==> src/rtl/game_pkg.sv <==
// game_pkg -- shared definitions for the game control logic.
//   game_state_t     : FSM state encoding (IDLE=0, PLAY=1, DYING=2, OVER=3)
//   SCORE_W          : score width in bits
//   SCORE_MAX_DEF    : default score saturation value
//   FRAME_DIV_DEF    : clk cycles per frame (60 Hz at 65 MHz), also used by
//                      bird_ctrl's frame generator
//   DEATH_FRAMES_DEF : default number of frames spent in DYING
//   score_inc()      : saturating score increment
package game_pkg;

  typedef enum logic [1:0] {
    IDLE  = 2'd0,
    PLAY  = 2'd1,
    DYING = 2'd2,
    OVER  = 2'd3
  } game_state_t;

  localparam int SCORE_W          = 10;
  localparam int SCORE_MAX_DEF    = 999;
  localparam int FRAME_DIV_DEF    = 1083333;
  localparam int DEATH_FRAMES_DEF = 60;

  function automatic logic [SCORE_W-1:0] score_inc(
    input logic [SCORE_W-1:0] cur,
    input logic [SCORE_W-1:0] lim
  );
    return (cur >= lim) ? lim : cur + 1'b1;
  endfunction

endpackage

==> src/rtl/key_edge.sv <==
// key_edge -- two-flop synchronizer plus rising-edge detector for the
// start key.
//   clk      : system clock
//   rst_n    : asynchronous active-low reset, clears both flops
//   key_in   : raw level from the key (active-high)
//   key_rise : one-cycle pulse, high while d0=1 and d1=0
module key_edge (
  input  logic clk,
  input  logic rst_n,
  input  logic key_in,
  output logic key_rise
);

  logic d0;
  logic d1;

  always_ff @(posedge clk or negedge rst_n) begin
    if (!rst_n) begin
      d0 <= 1'b0;
      d1 <= 1'b0;
    end else begin
      d0 <= key_in;
      d1 <= d0;
    end
  end

  assign key_rise = d0 & ~d1;

endmodule

==> src/rtl/game_fsm.sv <==
// game_fsm -- top-level game sequencer: frame timer, start-key edge
// detection, IDLE/PLAY/DYING/OVER state machine, score and best score.
//
// state | meaning
// ------+-----------------------------------------------------------
// IDLE  | waiting for start key; score holds last game's result
// PLAY  | bird flying, pipes scrolling, pipe_passed scores
// DYING | collision seen, bird falls for DEATH_FRAMES frames
// OVER  | game over screen, start key returns to IDLE
//
// Ports:
//   clk, rst_n   : system clock, asynchronous active-low reset
//   key_start    : start/restart key level (active-high)
//   collide      : collision level
//   pipe_passed  : one-cycle pulse per pipe cleared
//   frame_tick   : one-cycle pulse at the last count of each frame
//   game_active  : bird physics enable (PLAY or DYING)
//   scroll_en    : scroll enable (PLAY)
//   state        : current state encoding
//   score        : current score (saturating)
//   best_score   : session high score
//   game_over    : high in OVER
//
// Build option: define GAME_FSM_BEST_SCORE_EN to keep a best-score
// register; otherwise best_score is tied to zero.
module game_fsm #(
  parameter int FRAME_DIV    = game_pkg::FRAME_DIV_DEF,
  parameter int DEATH_FRAMES = game_pkg::DEATH_FRAMES_DEF,
  parameter int SCORE_MAX    = game_pkg::SCORE_MAX_DEF
) (
  input  logic       clk,
  input  logic       rst_n,
  input  logic       key_start,
  input  logic       collide,
  input  logic       pipe_passed,
  output logic       frame_tick,
  output logic       game_active,
  output logic       scroll_en,
  output logic [1:0] state,
  output logic [9:0] score,
  output logic [9:0] best_score,
  output logic       game_over
);

  import game_pkg::*;

  localparam int FC_W = (FRAME_DIV > 1) ? $clog2(FRAME_DIV) : 1;
  localparam int DC_W = (DEATH_FRAMES > 1) ? $clog2(DEATH_FRAMES) : 1;
  localparam logic [FC_W-1:0]    FC_LAST   = FC_W'(FRAME_DIV - 1);
  localparam logic [DC_W-1:0]    DC_LOAD   = DC_W'(DEATH_FRAMES - 1);
  localparam logic [SCORE_W-1:0] SCORE_LIM = SCORE_W'(SCORE_MAX);

  game_state_t        state_q, state_d;
  logic [FC_W-1:0]    frame_cnt;
  logic [DC_W-1:0]    death_q, death_d;
  logic [SCORE_W-1:0] score_q, score_d;
  logic               key_rise;

  key_edge u_key_edge (
    .clk      (clk),
    .rst_n    (rst_n),
    .key_in   (key_start),
    .key_rise (key_rise)
  );

  // Free-running frame counter, independent of game state.
  always_ff @(posedge clk or negedge rst_n) begin
    if (!rst_n) begin
      frame_cnt <= '0;
    end else if (frame_cnt == FC_LAST) begin
      frame_cnt <= '0;
    end else begin
      frame_cnt <= frame_cnt + 1'b1;
    end
  end

  assign frame_tick = (frame_cnt == FC_LAST);

  always_ff @(posedge clk or negedge rst_n) begin
    if (!rst_n) begin
      state_q <= IDLE;
      death_q <= '0;
      score_q <= '0;
    end else begin
      state_q <= state_d;
      death_q <= death_d;
      score_q <= score_d;
    end
  end

  // Death timer is a down-counter of remaining frames: loaded with
  // DEATH_FRAMES-1 on DYING entry, terminal on a tick while at zero.
  always_comb begin
    state_d = state_q;
    death_d = death_q;
    score_d = score_q;
    case (state_q)
      IDLE: begin
        if (key_rise) begin
          state_d = PLAY;
          score_d = '0;
        end
      end
      PLAY: begin
        // collision takes priority over a same-cycle pipe pass
        if (collide) begin
          state_d = DYING;
          death_d = DC_LOAD;
        end else if (pipe_passed) begin
          score_d = score_inc(score_q, SCORE_LIM);
        end
      end
      DYING: begin
        if (frame_tick) begin
          if (death_q == '0) begin
            state_d = OVER;
          end else begin
            death_d = death_q - 1'b1;
          end
        end
      end
      OVER: begin
        if (key_rise) begin
          state_d = IDLE;
        end
      end
      default: state_d = IDLE;
    endcase
  end

`ifdef GAME_FSM_BEST_SCORE_EN
  logic [SCORE_W-1:0] best_q;

  always_ff @(posedge clk or negedge rst_n) begin
    if (!rst_n) begin
      best_q <= '0;
    end else if (state_q == DYING && state_d == OVER && score_q > best_q) begin
      best_q <= score_q;
    end
  end

  assign best_score = best_q;
`else
  assign best_score = '0;
`endif

  assign state       = state_q;
  assign score       = score_q;
  assign game_active = (state_q == PLAY) || (state_q == DYING);
  assign scroll_en   = (state_q == PLAY);
  assign game_over   = (state_q == OVER);

endmodule

==> config.mk <==
export PLATFORM = sky130hd
export DESIGN_NAME = game_fsm
export DESIGN_NICKNAME = d
export VERILOG_FILES = /design/src/rtl/game_pkg.sv /design/src/rtl/key_edge.sv /design/src/rtl/game_fsm.sv
export SDC_FILE = /design/constraint.sdc
export NUM_CORES = 1
export LEC_CHECK = 0
export CAP_MARGIN = 10
export CORE_MARGIN = 1
export CORE_UTILIZATION = 45
export CTS_CLUSTER_DIAMETER = 200
export DETAILED_ROUTE_END_ITERATION = 10
export PLACE_DENSITY = 0.7
export SLEW_MARGIN = 20
export SYNTH_ARGS = -nofsm -noshare
export SYNTH_HDL_FRONTEND = slang
export SYNTH_SLANG_ARGS = --single-unit
==> constraint.sdc <==
create_clock -name clk -period 2.37 [get_ports clk]
set_input_delay 0.474 -clock clk [delete_from_list [all_inputs] [get_ports clk]]
set_output_delay 0.474 -clock clk [all_outputs]
set_load 0.01 [all_outputs]
== Word level (Yosys, flattened, before mapping) ==
Cells that the tools add are included.

* Equality and inequality tests: 12
* $lt $le $gt $ge: 1
* Bitwise logic cells: 2
* Multiply operators: 0
* $add $sub $neg: 3
* Shift operators: 0
* Div/mod/pow operators: 0
* Multiplexer cells: 16
* Reductions and logical operators: 8

{| class="wikitable"
|+ Operators with widths
! operator !! count
|-
| 10-bit 2-to-1 mux || 4
|-
| 21-bit by 1-bit adder with 21-bit output, second input constant || 1
|-
| 21-bit == test, second input constant || 1
|-
| 21-bit 2-to-1 mux || 1
|-
| 10-bit case mux with 2 select lines || 1
|-
| 6-bit 2-to-1 mux || 3
|-
| 2-bit inequality test, second input constant || 7
|-
| 6-bit case mux with 2 select lines || 1
|-
| 10-bit by 1-bit adder with 10-bit output, second input constant || 1
|-
| 10-bit greater-or-equal comparator, second input constant || 1
|-
| 2-bit 2-to-1 mux || 5
|-
| 2-bit case mux with 4 select lines || 1
|-
| 4-bit AND reduction || 2
|-
| 6-bit logical NOT || 1
|-
| 6-bit by 1-bit subtractor with 6-bit output, second input constant || 1
|-
| 5-bit AND reduction || 1
|-
| 2-bit == test, second input constant || 2
|-
| 2-bit nonzero test || 2
|-
| 2-bit by 1-bit == test with 1-bit output, second input constant || 1
|-
| 2-bit logical NOT || 1
|-
| 2-bit by 1-bit inequality test with 1-bit output, second input constant || 1
|-
| 1-bit bitwise AND || 1
|-
| 1-bit logical OR || 1
|-
| 1-bit NOT || 1
|}

* Bits of input ports: 5
* Word-level logic and storage cells: 48
* Memories: 0
* Bits in latches: 0
* Register bits after elaboration: 41
* Memory bits (writable): 0
* ROM bits: 0
* Output and inout port bits: 26

== Logic depth before layout (Yosys ltp) ==
Gate-level depths: netlist of run 1.

* Word-level depth: 5
* Mapped depth: 8
* Mapped depth without buffers: 7

== Cells and area by module ==
From an unflattened synthesis of run 1, not the netlist that was laid out.

* Cell total of the unflattened synthesis: 239
* Area total of the unflattened synthesis: 2309.7 µm²

{| class="wikitable"
|+ Modules (own cells, without submodules)
! module !! times used !! area each (µm²) !! sequential area each (µm²) !! cells each
|-
| game_fsm || 1 || 2245.9 || 975.9 || 236
|-
| key_edge || 1 || 63.8 || 50.0 || 3
|}

== Least setup slack after synthesis of run 1 ==
OpenSTA, ideal clock, no wires.

* Path kind: register to output
* Start point: reg frame_cnt[17]
* End point: out frame_tick
* Arrival: 1720 ps
* Setup slack: 176 ps
* Cell stages (with the launch flop): 6
* Cell sequence: dfrtp_1 -> or4b_1 -> nor4_2 -> and2_4 -> buf_8 -> buf_2

* Longest elaborated chain between the ends: 1

{| class="wikitable"
|+ RTL lines
! what !! line !! source
|-
| start, declared || game_fsm.sv:54 || <nowiki>logic [FC_W-1:0] frame_cnt;</nowiki>
|-
| start signal, assigned || game_fsm.sv:73 || <nowiki>frame_cnt <= frame_cnt + 1'b1;</nowiki>
|-
| 21-bit == test || game_fsm.sv:77 || <nowiki>assign frame_tick = (frame_cnt == FC_LAST);</nowiki>
|-
| end, declared || game_fsm.sv:36 || <nowiki>output logic frame_tick,</nowiki>
|}

Every way passes these cells.

== Worst setup path after layout of run 1 ==
Ends and elaborated chain as after synthesis.

==> out/qor.yml, run 1 <==
outcome:
  status: "complete, no violations"
pwr:
  p_clk_share_pct: 28.1
  peakVddDrop_uv: 442.4
  p_switching_w: 0.0006636
  p_int_w: 0.001409
  total_power_w: 0.002073
  leakage_nw: 1.272
  seqPwrFrac_pct: 39.0
  power.density_mw_per_mm2: 744.0
  comb_power_share_pct: 32.9
  switching_share_pct: 32.01
floorplan:
  fp.dieArea_mm2: 0.005406
  start_util_pct: 47.79
  rows: 25
  ios: 31
  die_h_um: 73.53
  fp.coreArea_mm2: 0.004817
  die_w_um: 73.53
cts:
  path_clk_slew_ns: 0.08
  cts_tree: "yes"
  cts_buffers: 5
  root_buffer: "clkbuf_8"
  clockBufferDepth: 2
  worstSkewPairLatency_ns: 0.30
  cts.sinks: 41
  hold_buffers: 0
  htreeDepth: 2
routing:
  top_layer_used: "met4"
  first_iter_violations: 111
  dr_total_vias: 1815
  route.met2.wl_um: 2116
  drc: 0
  postRouteAntennaNets: 0
  met3WireLength_um: 131
  drt_first_pass_iters: 4
  detail_route.wl_per_cell_um: 13.46
  vias_per_cell: 5.323
  finalWirelength_um: 4589
  met1_length_um: 2275
placement:
  hpwlAfterDp_um: 3309
  port_buffers: 20
  dp_slack_ns: -0.05459
  place_area_mm2: 0.002651
  place_congestion: 0.8355
yosys:
  ys_types: 49
  synth_seq_area_share_pct: 44.57
  yosys_most_used_dff: "dfrtp_1"
  synth_edf_count: 0
  synth_seq_cells: 41
  syn_inst: 233
  avgSynthCellArea_um2: 9.881
  syn-cell-area_mm2: 0.002302
  yosysWarnings: 0
  synthArstFlopShare_pct: 100.0
worst_setup_path:
  start_kind: "register"
  critical_path_class: "register to output port"
  worstPathArrival_ns: 1.84
  worstSetupEndpointType: "output port"
  startpoint: "frame_cnt[17]$_DFF_PN0_"
  crit_family: "simple AND/OR/NAND/NOR gates"
  critical_path.max_fanout: 2
  path_buf_inv: 1
  required_ns: 1.90
  critPathMaxStageDelay_ns: 0.55
  reg2reg_from: "death_q[0]$_DFFE_PN0P_"
  crit_slowest_cell: "or4b_4"
  crit_chain: "or4b_4 -> nor4_4 -> and2_4 -> buf_2"
timing:
  tightest_slew_ns: 0.5167
  rsz0062_at_grt: "false"
  clock_skew_ns: 0.006737
  finalCriticalPeriod_ns: 2.317
  slew-limit-headroom_pct: 65.24
  finalCritPeriodShare_pct: 97.76
  fmax_ghz: 0.4316
  setup_viol: 0
  slew_violations: 0
  hold_viol: 0
  fin_ws_ns: 0.05307
cells_and_area:
  syn_to_final_growth_pct: 21.03
  fin_nets: 287
  final_area_mm2: 0.002786
  layout-drive-gt1-share_pct: 15.69
  n_antenna_cell: 0
  final_cell_mix: "dfrtp_1, buf_4, clkdlybuf4s50_1"
  final_common_cell: "dfrtp_1"
job:
  drv_cap: 0
worst_hold_path:
  hold_class: "input pin to async pin"
global_route:
  grt_pass1_wl_um: 7872
  grt_max_degree: 22
  grt_usage_pct: 19.29
  grt_pass1_vias: 1697
  globalRouteOverflowTotal: 0
  grt_antenna_before_repair: 0
-- per-stage QoR --
step,utilization (%),TNS (ns),hold slack (ns),cells
finish,57.84,0,0.1252,341
global route,57.84,0,0.1632,341
CTS,57.77,0,0.1387,341
detailed placement,55.04,-0.05459,0.3982,332
global placement,55.04,-0.05163,0.3911,332
floorplan,-,0,0.1784,242
-- registers in the layout, indices dropped and copies added (netlist names) --
signal and cells:
death_q 6, frame_cnt 21, score 10, state 2
u_key_edge.d0 1, u_key_edge.d1 1
-- worst paths after layout --
check / cells after the start / slack [ns] / endpoint
worst max-delay path: 4 / 0.05 / frame_tick
worst min-delay path: 1 / 0.13 / score[4]$_DFFE_PN0P_
worst max register to register: 7 / 0.21 / death_q[2]$_DFFE_PN0P_
worst min register to register: 0 / 0.41 / u_key_edge.d1$_DFF_PN0_
max in group asynchronous: 2 / 1.71 / frame_cnt[13]$_DFF_PN0_
min in group clk: 0 / 0.41 / u_key_edge.d1$_DFF_PN0_
-- cells in the mapped netlist (all sizes together), types with 3 or more instances --
cell type   n  area, um2
dfrtp      41       1026
nand2      15      56.30
nor2       15      56.30
a21oi      12      60.06
buf        12      95.08
o21ai      12      60.06
inv        11      41.29
nand4      11      68.82
nand3      10      50.05
xnor2      10      87.58
and3        9      56.30
ha          9      112.6
xor2        8      70.07
clkbuf      5      18.77
mux2i       4      40.04
a22oi       3      22.52
and4        3      26.28
nand2b      3      18.77
nor3        3      15.01
nor4        3      25.02
o31ai       3      22.52
-- area by class of cell --
class | instances | area [um2]
clock buffers | 7 | 86.33
clock inverters | 1 | 30.03
fillers | 438 | 2031
inverters | 11 | 41.29
multi-input cells | 173 | 1171
flip-flops and latches | 41 | 1026
well taps | 67 | 83.83
repair buffers | 41 | 347.8
-- power groups by stage --
stage / combinational, W / clock [W] / sequential, W
5_1_grt: 0.000762 / 0.000625 / 0.000820
6_report: 0.000682 / 0.000582 / 0.000809
4_1_cts: 0.000685 / 0.000595 / 0.000809
3_3_place_gp: 0.000668 / 0 / 0.000821
3_5_place_dp: 0.000682 / 0 / 0.000824
2_1_floorplan: 0.000418 / 0 / 0.000827
-- kinds of logic (layout without fill, tap and decap cells) --
logic type | after synthesis | in the layout | share of synthesized area [%]
XOR/XNOR | 18 | 18 | 6.848
AO/OA/AOI/OAI | 44 | 44 | 12.55
AND/OR/NAND/NOR | 86 | 86 | 21.52
buffers and inverters | 28 | 60 | 6.739
multiplexers | 6 | 6 | 2.717
other | 1 | 10 | 0.1629
flip-flops | 41 | 41 | 44.57
adder cells (fa/ha/maj) | 9 | 9 | 4.891
-- what timing repair did --
item,in CTS,in global routing
resized for setup,6,1
buffers inserted,1,0
endpoints found under the setup margin,1,1
pin swaps,2,1
-- routing by layer --
layer	global-route usage, %	up-vias
met5	0	-
met4	7.906	0
met3	3.429	6
met2	29.26	33
met1	27.19	875
li1	-	901
Note: power is estimated with default switching activity, not from simulation.
==> run 2, diff against run 1 <==
==> constraint.sdc (replaced) <==
create_clock -name clk -period 2.37 [get_ports clk]
set_input_delay 0.474 -clock clk [delete_from_list [all_inputs] [get_ports clk]]
set_output_delay 0.474 -clock clk [all_outputs]
set_load 0.02 [all_outputs]
==> out/qor.yml, run 2 (synthesis gave the netlist of run 1 again) <==
worst_setup_path:
  worstSetupEndpointType: "output port"
  regToRegSetupSlack_ns: 0.22  # about the same
  required_ns: 1.90  # about the same
  cp-endpoint: "frame_tick"
  worstPathArrival_ns: 1.86  # +0.02 ns
  start_kind: "register"
  worstRegToRegCells: 7  # unchanged
  critical_path.max_fanout: 2  # unchanged
  critical_path_class: "register to output port"
  reg2reg_from: "death_q[0]$_DFFE_PN0P_"
  rr_endpoint: "death_q[2]$_DFFE_PN0P_"
  startpoint: "frame_cnt[13]$_DFF_PN0_"
cells_and_area:
  final_common_cell: "dfrtp_1"
  final_area_mm2: 0.002788  # about the same
  n_antenna_cell: 0  # unchanged
  layout-drive-gt1-share_pct: 15.75  # +0.057 points
  syn_to_final_growth_pct: 21.09  # about the same
  fin_nets: 287  # unchanged
  largest_register_ffs: 21  # unchanged
  final_cell_mix: "dfrtp_1, buf_4, clkdlybuf4s50_1"
  n_fill_cell: 424  # -3.2%
  top_register: "frame_cnt"
cts:
  cts_buffers: 5  # unchanged
  clockBufferDepth: 2  # unchanged
  worstSkewPairLatency_ns: 0.30  # about the same
  path_clk_slew_ns: 0.07  # about the same
  cts.sinks: 41  # unchanged
  cts_tree: "yes"
  root_buffer: "clkbuf_8"
  htreeDepth: 2  # unchanged
pwr:
  leakage_nw: 1.269  # -0.25%
  p_clk_share_pct: 25.4  # -2.7 points
  total_power_w: 0.002129  # +2.7%
  comb_power_share_pct: 36.5  # +3.6 points
  power.density_mw_per_mm2: 763.6  # +2.6%
  peakVddDrop_uv: 411.0  # -7.1%
  switching_share_pct: 34.23  # +2.2 points
  p_switching_w: 0.0007287  # +9.8%
  seqPwrFrac_pct: 38.1  # -0.9 points
  p_int_w: 0.001400  # -0.67%
placement:
  place_congestion: 0.8162  # -2.3%
  hpwlAfterDp_um: 3172  # -4.1%
  port_buffers: 20  # unchanged
  dp_slack_ns: -0.1379  # -0.08335 ns
  place_area_mm2: 0.002671  # +0.76%
floorplan:
  die_h_um: 73.53  # unchanged
  fp.coreArea_mm2: 0.004817  # unchanged
  rows: 25  # unchanged
  fp.dieArea_mm2: 0.005406  # unchanged
  ios: 31  # unchanged
  start_util_pct: 47.79  # unchanged
  die_w_um: 73.53  # unchanged
global_route:
  grt_usage_pct: 18.56  # -0.72 points
  grt_max_degree: 42  # +91%
  grt_pass1_wl_um: 7403  # -6.0%
  grt_antenna_before_repair: 0  # unchanged
  grt_pass1_vias: 1613  # -4.9%
  globalRouteOverflowTotal: 0  # unchanged
timing:
  slew-limit-headroom_pct: 64.66  # -0.58 points
  clock_skew_ns: 0.003847  # -0.002890 ns
  fmax_ghz: 0.4278  # -0.89%
  finalCritPeriodShare_pct: 98.64  # +0.88 points
  slew_violations: 0  # unchanged
  hold_viol: 0  # unchanged
  rsz0062_at_grt: "false"
  setup_viol: 0  # unchanged
  fin_ws_ns: 0.03232  # -0.02075 ns
  finalCriticalPeriod_ns: 2.338  # +0.02075 ns
  tightest_slew_ns: 0.5253  # +0.008588 ns
routing:
  dr_total_vias: 1794  # -1.2%
  detail_route.wl_per_cell_um: 12.82  # -4.8%
  finalWirelength_um: 4358  # -5.0%
  drc: 0  # unchanged
  vias_per_cell: 5.276  # -0.87%
  postRouteAntennaNets: 0  # unchanged
  first_iter_violations: 142  # +28%
  drt_first_pass_iters: 4  # unchanged
outcome:
  status: "complete, no violations"
job:
  drv_cap: 0  # unchanged
worst_hold_path:
  hold_class: "input pin to async pin"
[run 2: worst min path at each step]
| stage | from | to | slack (ns) | depth (start not counted) |
|---|---|---|---|---|
| after global placement | u_key_edge.d0$_DFF_PN0_ | u_key_edge.d1$_DFF_PN0_ | 0.39 | 0 |
| after CTS | rst_n | state[1]$_DFFE_PN0P_ | 0.24 | 2 |
| after global routing | rst_n | death_q[3]$_DFFE_PN0P_ | 0.28 | 2 |
| after floorplan | rst_n | death_q[0]$_DFFE_PN0P_ | 0.18 | 0 |
| after detailed placement | u_key_edge.d0$_DFF_PN0_ | u_key_edge.d1$_DFF_PN0_ | 0.39 | 0 |
| final | rst_n | score[6]$_DFFE_PN0P_ | 0.22 | 2 |
[run 2: through the flow]
step	hold WS (ns)	instances	util (%)	TNS (ns)
final	0.2236	340	57.87	0
after global routing	0.2831	340	57.87	0
after CTS	0.2435	340	57.82	0
after detailed placement	0.3935	333	55.45	-0.1379
after global placement	0.3871	333	55.45	-0.1272
after floorplan	0.1784	242	-	0
[run 2: metal layers]
layer | routed length (um) | share of wire [%] | vias to the layer above | track usage (%)
met1 | 2208 | 51 | 858 | 26.04
met4 | 96 | 2.2 | 0 | 10.47
met5 | 0 | 0 | - | 0
met3 | 152 | 3.5 | 8 | 3.429
li1 | - | - | 897 | -
met2 | 1900 | 44 | 31 | 26.91
[run 2: timing repair]
action / in CTS / in global routing
pin swaps: 1 / 0
hold endpoints to repair: 0 / 0
setup endpoints to repair: 1 / 1
buffers inserted: 0 / 0
gates resized for setup: 7 / 1
hold buffers: 0 / 0
[run 2: final cells by class]
cell class                      instances  area, um2  share of cell area (%)
Clock buffer                            5      68.82                   2.469
Clock inverter                          2      35.03                   1.257
Inverter                               11      41.29                   1.481
Multi-Input combinational cell        173       1170                   41.97
Sequential cell                        41       1026                   36.80
Tap cell                               67      83.83                   3.007
Timing Repair Buffer                   41      362.8                   13.02
[run 2: power groups by stage]
stage / registers (W) / clock network [W] / logic [W]
floorplan: 0.000851 / 0 / 0.000456
global placement: 0.000820 / 0 / 0.000764
detailed placement: 0.000821 / 0 / 0.000771
CTS: 0.000808 / 0.000558 / 0.000775
global route: 0.000815 / 0.000582 / 0.000848
finish: 0.000810 / 0.000541 / 0.000777
[run 2: worst max-delay path: stages, from the launching register on]
cell	delay [ns]
dfrtp_1	0.38
or4_4	0.55
nor4_4	0.31
and2_4	0.19
buf_4	0.13
==> run 3, diff against run 2 <==
--- a/config.mk
+++ b/config.mk
@@ -8,7 +8,9 @@
 export CAP_MARGIN = 10
 export CORE_MARGIN = 1
 export CORE_UTILIZATION = 45
+export CTS_BUF_LIST = sky130_fd_sc_hd__clkbuf_4 sky130_fd_sc_hd__clkbuf_8
 export CTS_CLUSTER_DIAMETER = 200
+export CTS_CLUSTER_SIZE = 14
 export DETAILED_ROUTE_END_ITERATION = 10
 export PLACE_DENSITY = 0.7
 export SLEW_MARGIN = 20
==> constraint.sdc (replaced) <==
create_clock -name clk -period 2.37 [get_ports clk]
set_input_delay 0.474 -clock clk [delete_from_list [all_inputs] [get_ports clk]]
set_output_delay 0.474 -clock clk [all_outputs]
set_load 0.01 [all_outputs]
==> out/qor.yml, run 3 (synthesis gave the netlist of run 1 again) <==
global_route:
  grt_antenna_before_repair: 0  # unchanged
  grt_pass1_vias: 1695  # +5.1%
  globalRouteOverflowTotal: 0  # unchanged
  grt_max_degree: 22  # -48%
  grt_pass1_wl_um: 7879  # +6.4%
  grt_usage_pct: 19.29  # +0.72 points
placement:
  dp_slack_ns: -0.05459  # +0.08335 ns
  hpwlAfterDp_um: 3309  # +4.3%
  place_area_mm2: 0.002651  # -0.75%
  place_inst: 332  # -0.30%
  place_congestion: 0.8355  # +2.4%
  port_buffers: 20  # unchanged
cells_and_area:
  multi_input_area_mm2: 0.001171  # +0.11%
  final_area_mm2: 0.002790  # about the same
  top_register: "frame_cnt"
  regArea_mm2: 0.001026  # unchanged
  final_common_cell: "dfrtp_1"
  fin_nets: 287  # unchanged
  syn_to_final_growth_pct: 21.20  # about the same
  n_antenna_cell: 0  # unchanged
  largest_register_ffs: 21  # unchanged
  final_cell_mix: "dfrtp_1, buf_4, clkdlybuf4s50_1"
  layout-drive-gt1-share_pct: 16.06  # +0.31 points
  n_fill_cell: 438  # +3.3%
  final_cells: 341  # +0.29%
cts:
  clockBufferDepth: 2  # unchanged
  cts.sinks: 41  # unchanged
  hold_buffers: 0  # unchanged
  root_buffer: "clkbuf_8"
  cts_buffers: 5  # unchanged
  worstSkewPairLatency_ns: 0.30  # about the same
  htreeDepth: 2  # unchanged
  path_clk_slew_ns: 0.08  # about the same
  cts_tree: "yes"
timing:
  slew_violations: 0  # unchanged
  slew-limit-headroom_pct: 63.43  # -1.2 points
  tightest_slew_ns: 0.5436  # +0.01828 ns
  hold_viol: 0  # unchanged
  finalCritPeriodShare_pct: 97.76  # -0.87 points
  fin_ws_ns: 0.05300  # +0.02068 ns
  finalCriticalPeriod_ns: 2.317  # -0.02068 ns
  rsz0062_at_grt: "false"
  finalSetupTns_ns: 0  # unchanged
  clock_skew_ns: 0.006752  # +0.002905 ns
  fmax_ghz: 0.4316  # +0.89%
  setup_viol: 0  # unchanged
routing:
  vias_per_cell: 5.267  # -0.18%
  finalWirelength_um: 4588  # +5.3%
  drt_first_pass_iters: 4  # unchanged
  detail_route.wl_per_cell_um: 13.45  # +5.0%
  postRouteAntennaNets: 0  # unchanged
  drc: 0  # unchanged
  dr_total_vias: 1796  # +0.11%
  first_iter_violations: 137  # -3.5%
floorplan:
  ios: 31  # unchanged
  die_h_um: 73.53  # unchanged
  start_util_pct: 47.79  # unchanged
  fp.dieArea_mm2: 0.005406  # unchanged
  die_w_um: 73.53  # unchanged
  fp.coreArea_mm2: 0.004817  # unchanged
  rows: 25  # unchanged
worst_setup_path:
  critical_path_class: "register to output port"
  required_ns: 1.90  # about the same
  worstSetupEndpointType: "output port"
  worstPathArrival_ns: 1.84  # -0.02 ns
  start_kind: "register"
  critical_path.max_fanout: 2  # unchanged
pwr:
  peakVddDrop_uv: 442.7  # +7.7%
  power.density_mw_per_mm2: 747.2  # -2.2%
  total_power_w: 0.002085  # -2.1%
  leakage_nw: 1.275  # +0.52%
job:
  drv_cap: 0  # unchanged
outcome:
  status: "complete, no violations"
worst_hold_path:
  hold_class: "input pin to async pin"
## run 3: changes by cell type in the layout (fill, tap and decap cells not counted), sizes merged
cell    previous run  this run
clkbuf             5         7
clkinv             1         0
## run 3: repair_timing
action | 4_1_cts | 5_1_grt
gates resized for setup | 6 | 1
cloned | 0 | 0
pin swaps | 2 | 1
setup endpoints to repair | 1 | 1
buffers inserted | 1 | 0
## run 3: final timing paths
kind	start	end	cells after the start	slack (ns)
max in group asynchronous	rst_n	frame_cnt[13]$_DFF_PN0_	2	1.71
min	rst_n	score[4]$_DFFE_PN0P_	1	0.12
min in group clk	u_key_edge.d0$_DFF_PN0_	u_key_edge.d1$_DFF_PN0_	0	0.41
min reg2reg	u_key_edge.d0$_DFF_PN0_	u_key_edge.d1$_DFF_PN0_	0	0.41
max	frame_cnt[17]$_DFF_PN0_	frame_tick	4	0.05
max reg2reg	death_q[0]$_DFFE_PN0P_	death_q[2]$_DFFE_PN0P_	7	0.21
## run 3: critical path: stages (launching register included)
cell     delay [ns]
dfrtp_1        0.38
or4b_4         0.55
nor4_4         0.31
and2_4         0.19
buf_2          0.12
## run 3: power breakdown
part           switching (W)  internal [W]  total [W]
clock               0.000238      0.000355   0.000593
combinational       0.000366      0.000316   0.000683
sequential         0.0000596      0.000750   0.000809
total               0.000664       0.00142    0.00208
## run 3: metrics by stage
| stage | hold WS, ns | utilization [%] |
|---|---|---|
| 2_1_floorplan | 0.1784 | - |
| 3_3_place_gp | 0.3911 | 55.04 |
| 3_5_place_dp | 0.3982 | 55.04 |
| 4_1_cts | 0.1387 | 57.84 |
| 5_1_grt | 0.1632 | 57.92 |
| 6_report | 0.1248 | 57.92 |
## run 3: area by class of cell
cell class	count	share of cell area (%)
multi-input combinational	173	41.97
sequential	41	36.77
timing repair buffer	41	12.47
clock buffer	7	3.229
tap	67	3.004
inverter	11	1.480
clock inverter	1	1.076
## run 3: metal layers
layer	part of all wire (%)	GRT usage [%]	vias up
met5	0	0	-
met3	3.4	3.429	6
met1	49	27.19	860
met2	46	29.26	32
li1	-	-	898
met4	1.4	7.906	0
